<file path="config.mk">
export PLATFORM = sky130hd
export DESIGN_NAME = mole_game_core_flat
export DESIGN_NICKNAME = d
export VERILOG_FILES = /design/src/rtl/mole_pkg.sv /design/src/rtl/mole_game_core_if.sv /design/src/rtl/mole_window_timer.sv /design/src/rtl/mole_game_core.sv /design/src/flat_wrapper.sv
export SDC_FILE = /design/constraint.sdc
export NUM_CORES = 1
export LEC_CHECK = 0
export ABC_AREA = 1
export CORE_MARGIN = 2
export CORE_UTILIZATION = 50
export CTS_CLUSTER_SIZE = 12
export DETAILED_ROUTE_END_ITERATION = 10
export PLACE_DENSITY = 0.79
export SYNTH_ARGS = -nofsm -noshare
export SYNTH_HDL_FRONTEND = slang
export SYNTH_SLANG_ARGS = --single-unit
</file>
<file path="constraint.sdc">
create_clock -name clk -period 2.2 [get_ports clk]
set_input_delay 0.44 -clock clk [delete_from_list [all_inputs] [get_ports clk]]
set_output_delay 0.44 -clock clk [all_outputs]
set_load 0.03 [all_outputs]
</file>
<file path="src/rtl/mole_pkg.sv">
// Shared types and helpers for the whack-a-mole game controller.
package mole_pkg;

  localparam int LIVES_W = 3;

  typedef enum logic [2:0] {
    IDLE    = 3'd0,
    PICK    = 3'd1,
    WAIT    = 3'd2,
    HOLDOFF = 3'd3,
    OVER    = 3'd4
  } state_t;

  // Fold an out-of-range LFSR value into [0, n) and never repeat the previous mole.
  function automatic int pick_mole(input int r, input int prev, input int n);
    int c;
    c = (r < n) ? r : r - n;
    if (c >= n) c = 0;
    if (c == prev) c = (c + 1) % n;
    return c;
  endfunction

endpackage

</file>
<file path="src/rtl/mole_game_core_if.sv">
// Signal bundle between the input conditioning (buttons, LFSR) and the game controller.
interface mole_game_core_if #(
  parameter int NUM_MOLES = 8,
  parameter int IDX_W     = 3,
  parameter int SCORE_W   = 8
);
  logic                         start;
  logic [NUM_MOLES-1:0]         btn;
  logic [IDX_W-1:0]             rand_val;
  // mole_idx is meaningful only while mole_valid is high; there is no back-pressure.
  logic [IDX_W-1:0]             mole_idx;
  logic                         mole_valid;
  logic [SCORE_W-1:0]           score;
  logic [mole_pkg::LIVES_W-1:0] lives;
  logic                         hit_pulse;
  logic                         miss_pulse;
  logic                         game_over;

  modport master (
    output start, btn, rand_val,
    input  mole_idx, mole_valid, score, lives, hit_pulse, miss_pulse, game_over
  );

  modport slave (
    input  start, btn, rand_val,
    output mole_idx, mole_valid, score, lives, hit_pulse, miss_pulse, game_over
  );
endinterface

</file>
<file path="src/rtl/mole_window_timer.sv">
// Reaction-window length (shrinks every 4th hit, floored) and the per-mole countdown.
module mole_window_timer #(
  parameter int WIN_INIT = 1000,
  parameter int WIN_MIN  = 200,
  parameter int WIN_STEP = 50,
  parameter int WIN_W    = $clog2(WIN_INIT + 1)
) (
  input  logic             clk,
  input  logic             rst_n,
  input  logic             i_restart,
  input  logic             i_load,
  input  logic             i_run,
  input  logic             i_shrink,
  output logic             o_expire,
  output logic [WIN_W-1:0] o_cur_window
);

  logic [WIN_W-1:0] r_window;
  logic [WIN_W-1:0] r_count;

  always_ff @(posedge clk or negedge rst_n) begin
    if (!rst_n) begin
      r_window <= WIN_W'(WIN_INIT);
    end else if (i_restart) begin
      r_window <= WIN_W'(WIN_INIT);
    end else if (i_shrink) begin
      if (int'(r_window) >= WIN_MIN + WIN_STEP) r_window <= r_window - WIN_W'(WIN_STEP);
      else                                      r_window <= WIN_W'(WIN_MIN);
    end
  end

  // Loaded with window-1 so the mole stays lit for exactly r_window cycles.
  always_ff @(posedge clk or negedge rst_n) begin
    if (!rst_n) begin
      r_count <= '0;
    end else if (i_load) begin
      r_count <= r_window - WIN_W'(1);
    end else if (i_run && (r_count != '0)) begin
      r_count <= r_count - WIN_W'(1);
    end
  end

  assign o_expire     = i_run && (r_count == '0);
  assign o_cur_window = r_window;

endmodule

</file>
<file path="src/rtl/mole_game_core.sv">
// Whack-a-mole game controller: mole selection, hit/miss judging, score, lives and game timer.
module mole_game_core import mole_pkg::*; #(
  parameter int NUM_MOLES   = 8,
  parameter int IDX_W       = 3,
  parameter int SCORE_W     = 8,
  parameter int LIVES       = 3,
  parameter int WIN_INIT    = 1000,
  parameter int WIN_MIN     = 200,
  parameter int WIN_STEP    = 50,
  parameter int GAME_CYCLES = 15000000
) (
  input  logic                              clk,
  input  logic                              rst_n,
  mole_game_core_if.slave                   bus,
  output state_t                            o_state,
  output logic [$clog2(WIN_INIT + 1)-1:0]   o_cur_window
);

  localparam int CNT_W = $clog2(GAME_CYCLES + 1);
  localparam logic [SCORE_W-1:0] SCORE_MAX = '1;

  state_t               r_state, w_next_state;
  logic [NUM_MOLES-1:0] r_btn_q;
  logic [IDX_W-1:0]     r_mole_idx;
  logic [SCORE_W-1:0]   r_score;
  logic [LIVES_W-1:0]   r_lives;
  logic                 r_hit_pulse, r_miss_pulse;
  logic [CNT_W-1:0]     r_game_cnt;

  logic [NUM_MOLES-1:0] w_rise, w_onehot;
  logic                 w_in_wait, w_active, w_hit, w_wrong, w_expire, w_timeout, w_miss;
  logic                 w_time_up, w_start_ok, w_shrink;
  logic [SCORE_W-1:0]   w_score_inc;
  logic [IDX_W-1:0]     w_pick;

  assign w_rise      = bus.btn & ~r_btn_q;
  assign w_onehot    = NUM_MOLES'(1) << r_mole_idx;
  assign w_in_wait   = (r_state == WAIT);
  assign w_active    = (r_state == PICK) || (r_state == WAIT) || (r_state == HOLDOFF);
  // A hit needs the lit mole's rising edge and nothing else; any extra press is a miss.
  assign w_hit       = w_in_wait && (w_rise == w_onehot);
  assign w_wrong     = w_in_wait && (w_rise != '0) && !w_hit;
  assign w_timeout   = w_expire && !w_hit;
  assign w_miss      = w_wrong || w_timeout;
  assign w_time_up   = w_active && (r_game_cnt == CNT_W'(GAME_CYCLES - 1));
  assign w_start_ok  = bus.start && ((r_state == IDLE) || (r_state == OVER));
  assign w_score_inc = (r_score == SCORE_MAX) ? r_score : r_score + SCORE_W'(1);
  assign w_shrink    = w_hit && (w_score_inc[1:0] == 2'b00);
  assign w_pick      = IDX_W'(pick_mole(int'(bus.rand_val), int'(r_mole_idx), NUM_MOLES));

  mole_window_timer #(
    .WIN_INIT (WIN_INIT),
    .WIN_MIN  (WIN_MIN),
    .WIN_STEP (WIN_STEP)
  ) u_timer (
    .clk          (clk),
    .rst_n        (rst_n),
    .i_restart    (w_start_ok),
    .i_load       (r_state == PICK),
    .i_run        (w_in_wait),
    .i_shrink     (w_shrink),
    .o_expire     (w_expire),
    .o_cur_window (o_cur_window)
  );

  always_ff @(posedge clk or negedge rst_n) begin
    if (!rst_n) r_state <= IDLE;
    else        r_state <= w_next_state;
  end

  always_comb begin
    w_next_state = r_state;
    case (r_state)
      IDLE, OVER: if (bus.start) w_next_state = PICK;
      PICK:       w_next_state = WAIT;
      WAIT: begin
        if (w_hit)                                w_next_state = HOLDOFF;
        else if (w_miss && r_lives == LIVES_W'(1)) w_next_state = OVER;
        else if (w_timeout)                       w_next_state = PICK;
      end
      HOLDOFF:    if (bus.btn == '0) w_next_state = PICK;
      default:    w_next_state = IDLE;
    endcase
    if (w_time_up) w_next_state = OVER;
  end

  always_comb begin
    bus.mole_valid = (r_state == WAIT);
    bus.game_over  = (r_state == OVER);
    bus.mole_idx   = r_mole_idx;
    bus.score      = r_score;
    bus.lives      = r_lives;
    bus.hit_pulse  = r_hit_pulse;
    bus.miss_pulse = r_miss_pulse;
    o_state        = r_state;
  end

  always_ff @(posedge clk or negedge rst_n) begin
    if (!rst_n) begin
      r_btn_q      <= '0;
      r_mole_idx   <= '0;
      r_score      <= '0;
      r_lives      <= LIVES_W'(LIVES);
      r_hit_pulse  <= 1'b0;
      r_miss_pulse <= 1'b0;
      r_game_cnt   <= '0;
    end else begin
      r_btn_q      <= bus.btn;
      r_hit_pulse  <= w_hit;
      r_miss_pulse <= w_miss;
      if (w_start_ok) begin
        r_score    <= '0;
        r_lives    <= LIVES_W'(LIVES);
        r_game_cnt <= '0;
      end else begin
        if (w_active)            r_game_cnt <= r_game_cnt + CNT_W'(1);
        if (r_state == PICK)     r_mole_idx <= w_pick;
        if (w_hit)               r_score    <= w_score_inc;
        if (w_miss && r_lives != '0) r_lives <= r_lives - LIVES_W'(1);
      end
    end
  end

endmodule

</file>
<file path="src/flat_wrapper.sv">
// flat-port wrapper written by rule: the top's interface ports become plain ports
module mole_game_core_flat import mole_pkg::*;
#(
  parameter int NUM_MOLES   = 8,
  parameter int IDX_W       = 3,
  parameter int SCORE_W     = 8,
  parameter int LIVES       = 3,
  parameter int WIN_INIT    = 1000,
  parameter int WIN_MIN     = 200,
  parameter int WIN_STEP    = 50,
  parameter int GAME_CYCLES = 15000000
)
  (clk, rst_n, o_state, o_cur_window, bus_start, bus_btn, bus_rand_val, bus_mole_idx, bus_mole_valid, bus_score, bus_lives, bus_hit_pulse, bus_miss_pulse, bus_game_over);
  mole_game_core_if #(.NUM_MOLES(NUM_MOLES), .IDX_W(IDX_W), .SCORE_W(SCORE_W)) bus_i ();
  input  logic clk;
  input  logic rst_n;
  output state_t o_state;
  output logic [$clog2(WIN_INIT + 1)-1:0] o_cur_window;
  input wire logic [$bits(bus_i.start)-1:0] bus_start;
  input wire logic [$bits(bus_i.btn)-1:0] bus_btn;
  input wire logic [$bits(bus_i.rand_val)-1:0] bus_rand_val;
  output wire logic [$bits(bus_i.mole_idx)-1:0] bus_mole_idx;
  output wire logic [$bits(bus_i.mole_valid)-1:0] bus_mole_valid;
  output wire logic [$bits(bus_i.score)-1:0] bus_score;
  output wire logic [$bits(bus_i.lives)-1:0] bus_lives;
  output wire logic [$bits(bus_i.hit_pulse)-1:0] bus_hit_pulse;
  output wire logic [$bits(bus_i.miss_pulse)-1:0] bus_miss_pulse;
  output wire logic [$bits(bus_i.game_over)-1:0] bus_game_over;
  assign bus_i.start = bus_start;
  assign bus_i.btn = bus_btn;
  assign bus_i.rand_val = bus_rand_val;
  assign bus_mole_idx = bus_i.mole_idx;
  assign bus_mole_valid = bus_i.mole_valid;
  assign bus_score = bus_i.score;
  assign bus_lives = bus_i.lives;
  assign bus_hit_pulse = bus_i.hit_pulse;
  assign bus_miss_pulse = bus_i.miss_pulse;
  assign bus_game_over = bus_i.game_over;
  mole_game_core #(.NUM_MOLES(NUM_MOLES), .IDX_W(IDX_W), .SCORE_W(SCORE_W), .LIVES(LIVES), .WIN_INIT(WIN_INIT), .WIN_MIN(WIN_MIN), .WIN_STEP(WIN_STEP), .GAME_CYCLES(GAME_CYCLES)) u_core (.clk(clk), .rst_n(rst_n), .bus(bus_i), .o_state(o_state), .o_cur_window(o_cur_window));
endmodule
</file>
==> run metrics, run 1 <==
post-synthesis cell area 4358 µm²; # rows 34; Fill cells 779; layout cells sized above 1 12.29%; Cell Pwr Density 1242 nW/µm²; port buffer count 43; Design Power 6393 µW; Finished Layout Cells 767; Post-Place Cells 752; family with the most delay on the worst path buffers and inverters; post-synth net total 621; Setup CP Type reg -> out; final hold violation count 0; first-iteration detailed-routing DRC count 225; ys async rst share 100.0%; max incr delay on CP 0.75 ns; CP required 1.76 ns; Die X-Extent 97.36 µm; final setup fails 0; design area 5146 µm²; nets 678; clock network fraction of design power 14.0%; Tcrit/Tclk final 95.88%; HP Class in -> async; CTS Hold Buffers Added 0; DR vias/cell 5.329; H-Tree Depth 3; static leakage 0.002524 µW; largest net degree at the start of global routing 40; DR pass1 iterations 5; Int Power 3379 µW; Psw 3014 µW; clk_skew 0.008809 ns; vias in the first global route 3,956; Main synth FF type dfrtp_1; Seq/Total Area, Yosys 40.42%; first-pass GRT wire length 17,770 µm; post-synth top area share 35.60%; post-synth cell types 44; Max-Cap Viols 0; overall die height 97.36 µm; TritonCTS clock tree yes; status finished, final reports clean; worst vdd ir 480.4 µV; pre-CTS setup slack 0.009686 ns; Startpoint Class register; ranking of synthesized cells by area dfrtp_1, nand2_1, inv_1, nand3_1, dfstp_2; CP endpoint kind primary output; syn avg cell area 7.275 µm²; Reg power frac 32.4%; crit path from u_core.bus.mole_idx[2]$_DFFE_PN0P_; Placer Congestion 0.8832; # DRC 0; clk_lat worst skew 0.35 ns; Initial Utilization 50.71%; Post-Syn Instances 599; Post-DP HPWL 7619 µm; slowest CP cell clkdlybuf4s50_1; Num Clock Sinks 70; post-layout min period 2.109 ns; ANT cells 0; DIE AREA 9479 µm²; Core Box Area 8593 µm²; Routed Antenna Nets 0; Boundary Pins 45; area leader, netlist dfrtp_1; Area growth syn-to-layout 18.09%; Comb pwr share 53.6%; Yosys warning count 0; Clock Path Buffers 2; Data arrival, critical path 1.67 ns; number of flops mapped to enable cells by yosys 0; via count 4,087; DRT Wirelength 10,170 µm; placed inst area 4942 µm²; DR WL/cell 13.25 µm; CTS clk-pin slew, worst paths 0.07 ns; count of pins over their slew limit 0; crit-path max FO 12; hold_ws 0.03493 ns; clock root buffer clkbuf_8; gr usage total 22.47%; combined buffer and inverter count along the critical path 1; initial antenna violation count 0; GRT overflow 0; Sw Ratio 47.14%; Yosys reg bits 70; Final WS setup 0.09054 ns; Inserted Clock Buffers 9; Achievable Freq 474.1 MHz; r2r startpoint u_core.bus.score[1]$_DFFE_PN0P_; CP Cell Sequence clkdlybuf4s50_1
-- routing by layer --
layer | vias up | share of wire (%) | global-route usage [%]
met1 | 1909 | 46 | 29.77
met5 | - | 0 | 0
met3 | 23 | 4.1 | 4.101
met4 | 0 | 2.5 | 10.79
li1 | 2062 | - | -
met2 | 93 | 48 | 35.65
-- flip-flops by register name, indices dropped and copies added, names as in the netlist --
signal and cells:
u_core.r_btn_q 8, u_core.bus.hit_pulse 1, u_core.bus.lives 3, u_core.bus.score 8, u_core.r_game_cnt 24, u_core.bus.miss_pulse 1, u_core.bus.mole_idx 3, u_core.o_state 3
u_core.u_timer.o_cur_window 9, u_core.u_timer.r_count 10
-- power by group through the flow --
stage / Clock, µW / Combinational (µW) / Sequential, µW
floorplan: 0 / 2170 / 2270
global placement: 0 / 3270 / 2060
detailed placement: 0 / 3360 / 2070
CTS: 918 / 3360 / 2060
global route: 970 / 3870 / 2120
finish: 896 / 3430 / 2070
-- cells in the final DEF, fill, tap and decap left out, drive strengths merged, types with 3 or more instances in the layout --
cell type / n
nand3: 51
xnor2: 6
nor3: 23
clkdlybuf4s50: 40
xor2: 8
clkbuf: 13
nor2: 64
dfrtp: 62
o21ai: 54
inv: 93
nor4: 3
nand4: 15
ha: 8
dfstp: 8
nand2: 144
a31oi: 5
buf: 17
a21oi: 24
-- layout make-up --
cell class / count / area, µm² / share of cell area (%)
Timing Repair Buffer: 59 / 543.0 / 10.55
Sequential cell: 70 / 1764 / 34.28
Clock buffer: 13 / 148.9 / 2.893
Inverter: 93 / 349.1 / 6.783
Multi-Input combinational cell: 423 / 2198 / 42.72
Clock inverter: 1 / 7.507 / 0.1459
Tap cell: 108 / 135.1 / 2.626
-- path summary, 6_finish.rpt --
kind | endpoint | slack (ns) | cells after the start
setup / recovery | bus_mole_idx[2] | 0.09 | 1
hold / removal | u_core.r_btn_q[1]$_DFF_PN0_ | 0.03 | 1
setup reg to reg | u_core.u_timer.o_cur_window[6]$_DFFE_PN1P_ | 0.19 | 12
hold reg to reg | u_core.r_game_cnt[2]$_DFFE_PN0P_ | 0.50 | 1
max in group asynchronous | u_core.u_timer.o_cur_window[6]$_DFFE_PN1P_ | 1.48 | 2
min in group clk | u_core.r_game_cnt[2]$_DFFE_PN0P_ | 0.50 | 1
-- per-stage QoR --
| stage | setup TNS (ns) | utilization, % |
|---|---|---|
| after floorplan | 0 | - |
| after detailed placement | 0 | 57.51 |
| after global placement | 0 | 57.51 |
| after CTS | 0 | 59.30 |
| final | 0 | 59.89 |
| after global routing | -0.03253 | 59.89 |
-- repair_timing --
| item | CTS | global route |
|---|---|---|
| pin swaps | 0 | 1 |
| resized for setup | 2 | 9 |
| buffers inserted | 0 | 1 |
| setup endpoints to repair | 2 | 9 |
-- Yosys cell counts, types with 3 or more instances --
| cell type | number |
|---|---|
| a21oi_1 | 24 |
| o21ai_1 | 23 |
| nor3_1 | 21 |
| nand3_1 | 49 |
| nor4_1 | 3 |
| o21ai_0 | 31 |
| dfrtp_1 | 62 |
| buf_6 | 3 |
| nand4_1 | 13 |
| buf_4 | 4 |
| inv_2 | 10 |
| a31oi_1 | 5 |
| nor2_1 | 54 |
| nor2_2 | 7 |
| ha_1 | 8 |
| xnor2_1 | 6 |
| xor2_1 | 8 |
| nand2_1 | 136 |
| inv_1 | 83 |
| dfstp_2 | 8 |
| nand2_2 | 6 |
-- cells by family (layout without fill, tap and decap cells) --
group | after synthesis | after routing | share of synthesized area (%)
DFF | 70 | 70 | 40.42
adders and majority gates | 8 | 8 | 2.297
and+or+nand+nor | 305 | 305 | 32.41
muxes | 1 | 1 | 0.2584
xor gates and xnor gates | 14 | 14 | 2.814
buffers and inverters | 106 | 166 | 10.05
AOI/OAI and AO/OA | 94 | 94 | 11.66
other | 1 | 1 | 0.08605
No activity file was read; power rests on OpenSTA's default activity.
==> inputs of run 2 (changes only) <==
--- a/config.mk
+++ b/config.mk
@@ -6,6 +6,7 @@
 export NUM_CORES = 1
 export LEC_CHECK = 0
 export ABC_AREA = 1
+export CORE_ASPECT_RATIO = 2
 export CORE_MARGIN = 2
 export CORE_UTILIZATION = 50
 export CTS_CLUSTER_SIZE = 12
==> run metrics, run 2 (synthesized netlist as in run 1, its figures left out) <==
ANT cells 0 (unchanged); Placer Congestion 0.8692 (was 0.8832); Inserted Clock Buffers 9 (unchanged); Post-DP HPWL 8160 µm (was 7619 µm); status finished, final reports clean (unchanged); vias in the first global route 4,217 (was 3,956); family with the most delay on the worst path buffers and inverters (unchanged); placed inst area 4972 µm² (was 4942 µm²); Design Power 6940 µW (was 6393 µW); # rows 48 (was 34); clk_skew 0.007685 ns (was 0.008809 ns); Worst R2R Path Depth 13 (was 12); first-pass GRT wire length 17,820 µm (was 17,770 µm); final setup fails 0 (unchanged); # DRC 0 (unchanged); Comb pwr share 50.7% (was 53.6%); design area 5264 µm² (was 5146 µm²); Max-Cap Viols 0 (unchanged); clk_lat worst skew 0.34 ns (was 0.35 ns); Cell Pwr Density 1318 nW/µm² (was 1242 nW/µm²); CTS clk-pin slew, worst paths 0.06 ns (was 0.07 ns); overall die height 136.0 µm (was 97.36 µm); CTS Hold Buffers Added 0 (unchanged); Die X-Extent 70.02 µm (was 97.36 µm); static leakage 0.002603 µW (was 0.002524 µW); first-iteration detailed-routing DRC count 274 (was 225); DR vias/cell 5.550 (was 5.329); commonest non-fill, non-tap cells in the layout nand2_1, inv_1, dfrtp_1 (unchanged); WP depth 1 (unchanged); Sw Ratio 45.23% (was 47.14%); worst vdd ir 589.6 µV (was 480.4 µV); Fill cells 770 (was 779); final design utilization 61.72% (was 59.89%); most flop-heavy register u_core.r_game_cnt (unchanged); CP Cell Sequence clkdlybuf4s50_1 (unchanged); Setup CP Type reg -> out (unchanged); post-layout min period 2.136 ns (was 2.109 ns); HP Class in -> async (unchanged); initial antenna violation count 0 (unchanged); hold_ws 0.09734 ns (was 0.03493 ns); max reg flops 24 (unchanged); count of pins over their slew limit 0 (unchanged); max incr delay on CP 0.75 ns (about the same); Achievable Freq 468.3 MHz (was 474.1 MHz); slowest CP cell clkdlybuf4s50_1 (unchanged); setup_tns 0 ns (unchanged); DR WL/cell 14.29 µm (was 13.25 µm); clock network fraction of design power 19.5% (was 14.0%); Tcrit/Tclk final 97.07% (was 95.88%); DR pass1 iterations 5 (unchanged); Clock Path Buffers 2 (unchanged); Post-CTS Setup Inserts 0 (unchanged); crit-path max FO 11 (was 12); final hold violation count 0 (unchanged); Core Box Area 8528 µm² (was 8593 µm²); layout cells sized above 1 12.24% (was 12.29%); DIE AREA 9524 µm² (was 9479 µm²); via count 4,229 (was 4,087); Num Clock Sinks 70 (unchanged); CP endpoint kind primary output (unchanged); Initial Utilization 51.10% (was 50.71%); Data arrival, critical path 1.70 ns (was 1.67 ns); TritonCTS clock tree yes (unchanged); nets 679 (was 678); Startpoint Class register (unchanged); CP required 1.76 ns (about the same); Boundary Pins 45 (unchanged); Reg power frac 29.8% (was 32.4%); H-Tree Depth 3 (unchanged); Area growth syn-to-layout 20.79% (was 18.09%); DRT Wirelength 10,890 µm (was 10,170 µm); port buffer count 43 (unchanged); Int Power 3801 µW (was 3379 µW); combined buffer and inverter count along the critical path 1 (unchanged); largest net degree at the start of global routing 71 (was 40); Routed Antenna Nets 0 (unchanged); clock root buffer clkbuf_16 (was clkbuf_8); Psw 3139 µW (was 3014 µW); gr usage total 23.62% (was 22.47%); most common cell after layout, fill and taps aside nand2_1 (unchanged); GRT overflow 0 (unchanged); unrepaired setup endpoints after global routing false
==> run 2: changes by cell type in the layout (fill, tap and decap cells not counted), sizes merged <==
cell | before | now
clkinv | 0 | 3
clkbuf | 13 | 12
buf | 17 | 18
==> run 2: final cells by class <==
cell class                 count  area [µm²]  share of cell area, %
tap                          100       125.1                  2.377
clock inverter                 4       22.52                 0.4279
clock buffer                  12       256.5                  4.873
multi-input combinational    423        2173                  41.29
sequential                    70        1762                  33.47
inverter                      93       349.1                  6.632
timing repair buffer          60       575.6                  10.93
==> run 2: timing repair <==
item / 4_1_cts / 5_1_grt
gates cloned: 0 / 0
hold endpoints to repair: 0 / 0
setup endpoints to repair: 2 / 5
pin swaps: 0 / 1
resized for setup: 2 / 3
==> run 2: final timing paths <==
| kind | end | slack [ns] | start |
|---|---|---|---|
| setup / recovery | bus_mole_idx[0] | 0.06 | u_core.bus.mole_idx[0]$_DFFE_PN0P_ |
| hold / removal | u_core.r_game_cnt[4]$_DFFE_PN0P_ | 0.1 | rst_n |
| hold reg to reg | u_core.u_timer.o_cur_window[7]$_DFFE_PN1P_ | 0.50 | u_core.u_timer.o_cur_window[7]$_DFFE_PN1P_ |
| max in group asynchronous | u_core.u_timer.o_cur_window[8]$_DFFE_PN1P_ | 1.73 | rst_n |
| min in group clk | u_core.u_timer.o_cur_window[7]$_DFFE_PN1P_ | 0.50 | u_core.u_timer.o_cur_window[7]$_DFFE_PN1P_ |
| setup reg to reg | u_core.u_timer.r_count[8]$_DFFE_PN0P_ | 0.18 | u_core.o_state[2]$_DFFE_PN0P_ |
==> run 2: through the flow <==
stage                     cells  worst slack [ns]
after floorplan             599            0.1706
after global placement      746           0.04844
after detailed placement    746          -0.02484
after CTS                   762           0.05103
after global routing        762          0.005110
final                       762           0.06443
==> run 2: power groups by stage <==
stage	combinational, µW	sequential [µW]	clock, µW
floorplan	2170	2270	0
global placement	3370	2060	0
detailed placement	3460	2080	0
CTS	3480	2060	1380
global route	3870	2100	1440
finish	3520	2070	1360
==> run 2: worst reg2reg max path: cells and delay by family, from the launching register on <==
kind	cells	cell delay [ns]
buffers and inverters	1	0.06
DFF	1	0.45
AOI/OAI and AO/OA	2	0.14
adders and majority gates	1	0.15
and+or+nand+nor	9	1.09
==> run 2: layer usage <==
| layer | track usage (%) | vias to the layer above | share of wire [%] |
|---|---|---|---|
| li1 | - | 2055 | - |
| met1 | 21.93 | 2011 | 35 |
| met2 | 45.13 | 114 | 57 |
| met3 | 4.225 | 49 | 3.2 |
| met4 | 16.45 | 0 | 5.1 |
| met5 | 0 | - | 0 |
==> inputs of run 3 (changes only) <==
--- a/config.mk
+++ b/config.mk
@@ -9,7 +9,7 @@
 export CORE_ASPECT_RATIO = 2
 export CORE_MARGIN = 2
 export CORE_UTILIZATION = 50
-export CTS_CLUSTER_SIZE = 12
+export CTS_CLUSTER_SIZE = 25
 export DETAILED_ROUTE_END_ITERATION = 10
 export PLACE_DENSITY = 0.79
 export SYNTH_ARGS = -nofsm -noshare
==> results of run 3 <==
The final DEF is identical to that of run 2; final timing and power are the same.
